===== src/rtl/pseudo_rand_num_gen_pkg.sv =====
// Shared types and constants for the pseudo-random pattern generator.
package pseudo_rand_num_gen_pkg;

    // Sequencer states shared by the generator and anything that observes it.
    typedef enum logic [1:0] {
        IDLE = 2'd0,
        RUN  = 2'd1,
        DONE = 2'd2
    } pg_state_e;

    // Galois right-shift feedback mask for x^64 + x^63 + x^61 + x^60 + 1.
    // Bit k of the mask corresponds to the x^(k+1) term.
    localparam logic [63:0] DEFAULT_TAPS = 64'hD800_0000_0000_0000;

endpackage


===== src/rtl/pattern_generator_lfsr.sv =====
// Galois LFSR, right-shifting, with synchronous load and step enable.
// Load takes priority over enable. Reset clears the register to zero.
module lfsr #(
    parameter int                  NUM_BITS = 64,
    parameter logic [NUM_BITS-1:0] TAPS     = NUM_BITS'(pseudo_rand_num_gen_pkg::DEFAULT_TAPS)
) (
    input  logic                clk_i,
    input  logic                rstn_i,
    input  logic                load,
    input  logic [NUM_BITS-1:0] load_value,
    input  logic                enable,
    output logic [NUM_BITS-1:0] state
);

    logic [NUM_BITS-1:0] state_q;
    logic [NUM_BITS-1:0] step_value;

    assign step_value = (state_q >> 1) ^ (state_q[0] ? TAPS : '0);

    // Shift register: load a new value, step once, or hold.
    always_ff @(posedge clk_i or negedge rstn_i) begin
        if (!rstn_i) begin
            state_q <= '0;
        end else if (load) begin
            state_q <= load_value;
        end else if (enable) begin
            state_q <= step_value;
        end
    end

    assign state = state_q;

endmodule


===== src/rtl/pattern_generator.sv =====
// Pattern generator: issues num_patterns_i LFSR patterns over a valid/ready
// handshake, then pulses stop_o once and parks in DONE until restarted.
//
//   state | meaning
//   ------+---------------------------------------------------------------
//   IDLE  | after reset; waiting for start_i
//   RUN   | valid_o high; each accepted pattern decrements the count
//   DONE  | run finished (or started with zero patterns); waits for start_i
//
// The remaining-pattern count is a down-counter; the run ends on the
// transfer seen while the count equals one, so it can never wrap.
module pattern_generator
    import pseudo_rand_num_gen_pkg::*;
#(
    parameter int                    DATA_WIDTH  = 64,
    parameter int                    COUNT_WIDTH = 16,
    parameter logic [DATA_WIDTH-1:0] TAPS        = DATA_WIDTH'(DEFAULT_TAPS)
) (
    input  logic                   clk_i,
    input  logic                   rstn_i,
    input  logic                   start_i,
    input  logic                   bypass_i,
    input  logic [DATA_WIDTH-1:0]  seed_i,
    input  logic [COUNT_WIDTH-1:0] num_patterns_i,
    input  logic                   dut_ready_i,
    output logic                   valid_o,
    output logic [DATA_WIDTH-1:0]  data_o,
    output logic                   stop_o,
    output logic                   busy_o
);

    pg_state_e              state_q, state_d;
    logic [COUNT_WIDTH-1:0] count_q, count_d;
    logic                   stop_q, stop_d;
    logic                   lfsr_load;
    logic                   lfsr_enable;
    logic [DATA_WIDTH-1:0]  lfsr_load_value;
    logic [DATA_WIDTH-1:0]  lfsr_state;

    // An all-zero seed would lock the LFSR, so it is replaced by all-ones.
    assign lfsr_load_value = (seed_i == '0) ? '1 : seed_i;

    // State, count and stop-pulse registers.
    always_ff @(posedge clk_i or negedge rstn_i) begin
        if (!rstn_i) begin
            state_q <= IDLE;
            count_q <= '0;
            stop_q  <= 1'b0;
        end else begin
            state_q <= state_d;
            count_q <= count_d;
            stop_q  <= stop_d;
        end
    end

    // Next-state, count update and LFSR control.
    always_comb begin
        state_d     = state_q;
        count_d     = count_q;
        stop_d      = 1'b0;
        lfsr_load   = 1'b0;
        lfsr_enable = 1'b0;

        case (state_q)
            IDLE, DONE: begin
                if (start_i) begin
                    if (num_patterns_i != '0) begin
                        state_d   = RUN;
                        count_d   = num_patterns_i;
                        lfsr_load = 1'b1;
                    end else begin
                        state_d = DONE;
                        stop_d  = 1'b1;
                    end
                end
            end
            RUN: begin
                // start_i is deliberately ignored here; only transfers matter.
                if (dut_ready_i) begin
                    count_d     = count_q - COUNT_WIDTH'(1);
                    lfsr_enable = ~bypass_i;
                    if (count_q == COUNT_WIDTH'(1)) begin
                        state_d = DONE;
                        stop_d  = 1'b1;
                    end
                end
            end
            default: begin
                state_d = IDLE;
            end
        endcase
    end

    lfsr #(
        .NUM_BITS (DATA_WIDTH),
        .TAPS     (TAPS)
    ) u_lfsr (
        .clk_i      (clk_i),
        .rstn_i     (rstn_i),
        .load       (lfsr_load),
        .load_value (lfsr_load_value),
        .enable     (lfsr_enable),
        .state      (lfsr_state)
    );

    // Outputs decode registered state only; dut_ready_i never reaches them.
    assign valid_o = (state_q == RUN);
    assign busy_o  = (state_q == RUN);
    assign stop_o  = stop_q;
    assign data_o  = lfsr_state;

endmodule


===== config.mk =====
export PLATFORM = sky130hd
export DESIGN_NAME = pattern_generator
export DESIGN_NICKNAME = d
export VERILOG_FILES = /design/src/rtl/pseudo_rand_num_gen_pkg.sv /design/src/rtl/pattern_generator_lfsr.sv /design/src/rtl/pattern_generator.sv
export SDC_FILE = /design/constraint.sdc
export NUM_CORES = 1
export LEC_CHECK = 0
export CAP_MARGIN = 5
export CORE_MARGIN = 2
export CORE_UTILIZATION = 46
export CTS_CLUSTER_DIAMETER = 80
export DETAILED_ROUTE_END_ITERATION = 8
export MAX_ROUTING_LAYER = met4
export PLACE_DENSITY_LB_ADDON = 0.08
export SLEW_MARGIN = 20
export SYNTH_ARGS = -nofsm -noshare
export SYNTH_HDL_FRONTEND = slang
export SYNTH_SLANG_ARGS = --single-unit

===== constraint.sdc =====
create_clock -name clk_i -period 2.3 [get_ports clk_i]
set_clock_uncertainty 0.05 [all_clocks]
set_input_delay 0.23 -clock clk_i [delete_from_list [all_inputs] [get_ports clk_i]]
set_output_delay 0.23 -clock clk_i [all_outputs]
set_load 0.05 [all_outputs]

==> metrics.md, run 1 <==
| Metric | Value |
|---|---|
| Final wirelength | 14300 um |
| Slowest cell on crit path | or4_4 |
| CP Launch Type | input pin |
| Largest family of logic cells by synthesized area | simple AND/OR/NAND/NOR gates |
| Post-synth EDFFs | 0 |
| Site Rows | 36 |
| Reg2reg end | count_q[11] |
| Reg clk slew, reported paths | 0.08 ns |
| #FFs+latches synth | 83 |
| Antenna violations before repair | 0 |
| Yosys cell types | 51 |
| Post-synthesis adder-cell area fraction | 0.00548 |
| CP Data Arrival Time | 2.31 ns |
| Die width | 104 um |
| Share of layout cells above drive strength 1 | 0.121 |
| P per Cell Area | 1040 nW/um^2 |
| RSZ-0062 raised after global routing | no |
| GR Util met2 | 0.437 |
| Synth Area per Inst | 8.60 um^2 |
| Required @ worst endpoint | 2.53 ns |
| Layout Cells excl Fill | 837 |
| Root buffer cell | clkbuf_8 |
| Peak VDD IR | 0.000614 V |
| TritonCTS Buffers | 9 |
| Fin nets | 786 |
| Via count | 4872 |
| Commonest cells after routing, fill and taps aside | clkdlybuf4s50_1, nand2_1, dfrtp_1, nor2_1, a32oi_1 |
| Async S/R FF share, synth | 1.00 |
| Die ar. | 10700 um^2 |
| GR Layer Usage met1 | 0.352 |
| Worst hold path class | input pin to async pin |
| Final Max Slew Viols | 0 |
| Vias in the first global route | 4706 |
| Fin crit share | 0.905 |
| Fmax | 480 MHz |
| Clk_lat worst skew | 0.37 ns |
| Register Area | 2080 um^2 |
| Initial Util | 0.471 |
| Tmin final | 2.08 ns |
| Vert. Die Dim | 104 um |
| DP Cell Count | 820 |
| Register area share after synthesis | 0.455 |
| Main synth FF type | dfrtp_1 |
| CTS sink count | 83 |
| Clk buf depth | 2 |
| # setup viols final | 0 |
| H-tree levels | 3 |
| Yosys warning count | 0 |
| CP Capture Type | register |
| Synth Area in Compound Gates | 0.211 |
| CTS tree | done |
| Crit-path max FO | 16 |
| Critical path class | input pin to register |
| Fill cells | 797 |
| Worst Setup EP | u_lfsr.state[35] |
| Post-Synthesis Cells | 531 |
| Residual DRC | 0 |
| Grt ovf | 0 |
| Post-Synth Simple-Gate Area | 0.262 |
| First-iteration detailed-routing DRC count | 321 |
| Xor-xnor portion of the synthesized cell area | 0.00576 |
| Mapped Area | 4560 um^2 |
| Post-route ant nets | 0 |
| Syn_nets | 618 |
| Post-DR wirelength/cell | 17.1 um |
| Met3 usage | 0.0396 |
| Status | completed |
| Critical R2R Launch | count_q[2] |
| Worst slew pin tran | 0.542 ns |
| DP Worst Slack | -0.364 ns |
| Fin area | 6690 um^2 |
| GRT Overall Usage | 0.271 |
| Delay-heaviest family, CP | simple AND/OR/NAND/NOR gates |
| Cells along the critical path | clkdlybuf4s50_1 -> nor4_1 -> buf_4 -> nand4_1 -> or4_4 -> buf_4 -> a32oi_1 |
| Reg2Reg Depth | 4 |
| WP depth | 7 |
| Post-DP HPWL | 10100 um |
| Register-to-register setup slack | 0.28 ns |
| CP max stage delay | 0.56 ns |
| Area Growth Syn to Fin | 46.6% |
| Area of the multi-input gates | 2260 um^2 |
| CP most frequent cell | buf_4 |
| MaxCap Viol Count | 0 |
| CP Launch Point | seed_i[53] |
| Final hold violations | 0 |
| Leakage | 2.69 nW |
| GRT busiest layer | met2 |
| Buffers & Inverters on Critical Path | 3 |
| Setup TNS | 0 ns |
| Commonest non-fill, non-tap cell in the layout | clkdlybuf4s50_1 |
| Relative slew slack | 0.635 |
| First-pass GRT wire length | 23100 um |
| Final setup margin | 0.218 ns |
| Total Power | 6.98 mW |
| IO buf count | 151 |
| Pre-antenna DRT Iters | 4 |
| Cell Area, Placed | 6470 um^2 |
| Pin count of the biggest net entering global routing | 51 |
| Gp weighted congestion | 0.830 |
| N_diodes | 0 |
| Drt via density | 5.82 |
| Ports | 152 |
| Core Region | 9680 um^2 |
| Multiplexer share of the synthesized area | 0.00466 |
| Setup Buffers After CTS | 0 |
final cells by class:
| type | instances | share of cell area |
|---|---|---|
| clock buffers | 11 | 0.0211 |
| flip-flops and latches | 83 | 0.310 |
| repair buffers | 204 | 0.296 |
| inverters | 4 | 0.00224 |
| multi-input cells | 397 | 0.337 |
| clock inverters | 5 | 0.00785 |
| well taps | 133 | 0.0249 |
what timing repair did:
action / in CTS / in global routing
setup endpoints to repair: 0 / 43
hold endpoints to repair: 37 / 0
hold buffers: 1 / 0
resized for setup: 0 / 4
how the worst min path moves through the flow:
stage | start | end | slack [ns]
6_report | rstn_i | u_lfsr.state[36] | 0.34
5_1_grt | rstn_i | u_lfsr.state[36] | 0.38
4_1_cts | rstn_i | u_lfsr.state[35] | 0.34
3_5_place_dp | rstn_i | u_lfsr.state[35] | 0.19
3_3_place_gp | rstn_i | u_lfsr.state[36] | 0.19
2_1_floorplan | rstn_i | count_q[0] | -0.12
sequential cells by signal, indices dropped and copies added, names as in the netlist:
name,flops
stop_o,1
count_q,16
state_q,2
u_lfsr.state,64
logic make-up (layout without fill, tap and decap cells):
group / count (synthesis) / in the layout
simple gates: 271 / 271
compound gates: 119 / 119
flops: 83 / 83
buf+inv: 51 / 224
xor+xnor: 3 / 3
fa+ha+maj: 2 / 2
mux: 2 / 2
cells in the mapped netlist, drive strengths merged (2+ instances only):
master | count | area [um^2]
buf | 22 | 150
nand2b | 3 | 18.8
a31oi | 5 | 31.3
inv | 4 | 15.0
a21oi | 11 | 55.1
xnor2 | 3 | 26.3
a22oi | 5 | 42.5
nor4 | 27 | 175
o211ai | 4 | 30.0
nand4 | 7 | 43.8
a41oi | 4 | 35.0
ha | 2 | 25.0
clkbuf | 25 | 93.8
a2bb2oi | 3 | 32.5
nor3 | 3 | 15.0
nand4b | 2 | 17.5
nor2 | 77 | 289
o221ai | 2 | 17.5
o22ai | 3 | 18.8
a221oi | 2 | 17.5
nand2 | 131 | 492
a32oi | 61 | 534
dfrtp | 83 | 2080
or4 | 5 | 45.0
o22a | 5 | 43.8
or2 | 2 | 12.5
o31ai | 3 | 22.5
o21ai | 5 | 25.0
nand3 | 8 | 40.0
power by group:
group / switching [mW] / internal, mW
registers: 0.478 / 1.95
logic: 2.17 / 1.31
clock network: 0.542 / 0.526
per-stage QoR:
| step | utilization | hold slack (ns) |
|---|---|---|
| 2_1_floorplan | - | -0.116 |
| 5_1_grt | 0.691 | 0.383 |
| 3_5_place_dp | 0.668 | 0.194 |
| 3_3_place_gp | 0.668 | 0.191 |
| 4_1_cts | 0.689 | 0.341 |
| 6_report | 0.691 | 0.339 |
metal layers:
metal | wire (um) | share of wire
met1 | 6310 | 0.44
met2 | 6870 | 0.48
met3 | 867 | 0.061
met4 | 271 | 0.019
met5 | 0 | 0
No activity file was read; power rests on OpenSTA's default activity.
==> inputs of run 2 (changes only) <==
--- a/config.mk
+++ b/config.mk
@@ -7,11 +7,14 @@
 export LEC_CHECK = 0
 export CAP_MARGIN = 5
 export CORE_MARGIN = 2
-export CORE_UTILIZATION = 46
+export CORE_UTILIZATION = 48
+export CTS_BUF_LIST = sky130_fd_sc_hd__clkbuf_8
 export CTS_CLUSTER_DIAMETER = 80
 export DETAILED_ROUTE_END_ITERATION = 8
+export HOLD_SLACK_MARGIN = 0.06
 export MAX_ROUTING_LAYER = met4
 export PLACE_DENSITY_LB_ADDON = 0.08
+export SKIP_CTS_REPAIR_TIMING = 1
 export SLEW_MARGIN = 20
 export SYNTH_ARGS = -nofsm -noshare
 export SYNTH_HDL_FRONTEND = slang
==> run 2 against run 1 <==
  * Die area shrank 4.0%
  * Largest cell class unchanged
  * Critical path depth is 1 lower
  * Sequential power about the same
  * Total power increased by 2.2%
  * Utilization is 4.9 points higher
==> metrics.md, run 2 (same netlist as run 1, synthesis figures left out) <==
| Metric | Value |
|---|---|
| H-tree levels | 3 (unchanged) |
| CP Capture Type | register (unchanged) |
| Die ar. | 10300 um^2 (was 10700 um^2) |
| Pre-antenna DRT Iters | 4 (unchanged) |
| Vert. Die Dim | 102 um (was 104 um) |
| CP Data Arrival Time | 2.40 ns (was 2.31 ns) |
| Gp weighted congestion | 0.880 (was 0.830) |
| Cells along the critical path | clkdlybuf4s50_1 -> nor4_1 -> nand4_1 -> or4_4 -> clkbuf_16 -> a32oi_1 (was clkdlybuf4s50_1 -> nor4_1 -> buf_4 -> nand4_1 -> or4_4 -> buf_4 -> a32oi_1) |
| Final Max Slew Viols | 0 (unchanged) |
| Area Growth Syn to Fin | 49.8% (was 46.6%) |
| Final setup margin | 0.114 ns (was 0.218 ns) |
| Reg2Reg Depth | 4 (unchanged) |
| Post-DP HPWL | 9800 um (was 10100 um) |
| Commonest non-fill, non-tap cell in the layout | clkdlybuf4s50_1 (unchanged) |
| Pin count of the biggest net entering global routing | 82 (was 51) |
| TritonCTS Buffers | 9 (unchanged) |
| Grt ovf | 0 (unchanged) |
| RSZ-0062 raised after global routing | no (unchanged) |
| Final wirelength | 14400 um (was 14300 um) |
| Drt via density | 5.85 (was 5.82) |
| Register-to-register setup slack | 0.28 ns (about the same) |
| Via count | 4904 (was 4872) |
| Fin area | 6840 um^2 (was 6690 um^2) |
| Slowest cell on crit path | or4_4 (unchanged) |
| Max reg flops | 64 (unchanged) |
| Residual DRC | 0 (unchanged) |
| CTS tree | done (unchanged) |
| Post-DR wirelength/cell | 17.2 um (was 17.1 um) |
| Total Power | 7.13 mW (was 6.98 mW) |
| Initial Util | 0.494 (was 0.471) |
| P per Cell Area | 1040 nW/um^2 (about the same) |
| Status | completed (unchanged) |
| Peak VDD IR | 0.000830 V (was 0.000614 V) |
| DP Worst Slack | -0.511 ns (was -0.364 ns) |
| MaxCap Viol Count | 0 (unchanged) |
| Relative slew slack | 0.627 (was 0.635) |
| Final hold violations | 0 (unchanged) |
| Commonest cells after routing, fill and taps aside | clkdlybuf4s50_1, nand2_1, dfrtp_1, nor2_1, a32oi_1 (unchanged) |
| Cell Area, Placed | 6530 um^2 (was 6470 um^2) |
| Fin nets | 791 (was 786) |
| Setup TNS | 0 ns (unchanged) |
| Tmin final | 2.19 ns (was 2.08 ns) |
| Final Core Density | 0.740 (was 0.691) |
| Site Rows | 35 (was 36) |
| N_diodes | 0 (unchanged) |
| Clk buf depth | 2 (unchanged) |
| # setup viols final | 0 (unchanged) |
| CP Launch Type | input pin (unchanged) |
| Share of layout cells above drive strength 1 | 0.131 (was 0.121) |
| Core Region | 9240 um^2 (was 9680 um^2) |
| Leakage | 2.77 nW (was 2.69 nW) |
| Required @ worst endpoint | 2.51 ns (was 2.53 ns) |
| GRT Overall Usage | 0.281 (was 0.271) |
| Antenna violations before repair | 0 (unchanged) |
| CTS sink count | 83 (unchanged) |
| Reg2reg end | count_q[11] (unchanged) |
| Fin crit share | 0.951 (was 0.905) |
| Ports | 152 (unchanged) |
| Critical R2R Launch | count_q[9] (was count_q[2]) |
| DP Cell Count | 820 (unchanged) |
| Critical path class | input pin to register (unchanged) |
| Worst slew pin tran | 0.558 ns (was 0.542 ns) |
| Vias in the first global route | 4733 (was 4706) |
| CP max stage delay | 0.59 ns (was 0.56 ns) |
| Fmax | 457 MHz (was 480 MHz) |
| Post-route ant nets | 0 (unchanged) |
| Root buffer cell | clkbuf_8 (unchanged) |
| Clk_lat worst skew | 0.35 ns (was 0.37 ns) |
| Reg clk slew, reported paths | 0.09 ns (was 0.08 ns) |
| Die width | 102 um (was 104 um) |
| First-pass GRT wire length | 22400 um (was 23100 um) |
| First-iteration detailed-routing DRC count | 254 (was 321) |
| Crit-path max FO | 32 (was 16) |
| Worst hold path class | input pin to async pin (unchanged) |
| IO buf count | 151 (unchanged) |
| Hold WS | 0.292 ns (was 0.339 ns) |
| Layout Cells excl Fill | 838 (was 837) |
==> run 2: layout make-up <==
| type | instances | area (um^2) |
|---|---|---|
| fill | 722 | 2400 |
| multi-input combinational | 397 | 2280 |
| sequential | 83 | 2080 |
| timing repair buffer | 209 | 2070 |
| tap | 129 | 161 |
| clock buffer | 10 | 138 |
| clock inverter | 6 | 90.1 |
| inverter | 4 | 15.0 |
==> run 2: report_power, final <==
group          switching (mW)  internal, mW  total, mW
Sequential              0.490          1.95       2.44
Clock                   0.542         0.644       1.19
Combinational            2.18          1.33       3.51
==> run 2: routing by layer <==
metal  share of wire  GRT usage  routed length, um  up-vias
met5               0          -                  0        -
met4           0.015     0.0884                221        0
met3           0.071     0.0497               1030       24
met2            0.48      0.438               6900      217
met1            0.44      0.374               6270     2357
li1                -          -                  -     2306
==> run 2: how the worst max path moves through the flow <==
stage,from,to,slack [ns],depth (start not counted)
6_report,seed_i[0],u_lfsr.state[8],0.11,6
5_1_grt,seed_i[13],u_lfsr.state[8],0.07,7
4_1_cts,seed_i[19],u_lfsr.state[17],-0.13,7
3_5_place_dp,seed_i[19],u_lfsr.state[19],-0.51,7
3_3_place_gp,seed_i[19],u_lfsr.state[19],-0.47,7
2_1_floorplan,state_q[1],valid_o,0.34,4
==> run 2: worst max-delay path: cells and delay by family <==
kind	cells	cell delay [ns]
buffers and inverters	2	0.68
and+or+nand+nor	3	1.30
AOI/OAI and AO/OA	1	0.18
==> inputs of run 3 (changes only) <==
--- a/config.mk
+++ b/config.mk
@@ -5,7 +5,7 @@
 export SDC_FILE = /design/constraint.sdc
 export NUM_CORES = 1
 export LEC_CHECK = 0
-export CAP_MARGIN = 5
+export CAP_MARGIN = 40
 export CORE_MARGIN = 2
 export CORE_UTILIZATION = 48
 export CTS_BUF_LIST = sky130_fd_sc_hd__clkbuf_8
==> results of run 3 <==
No change in the layout: final DEF, timing and power equal those of run 2.
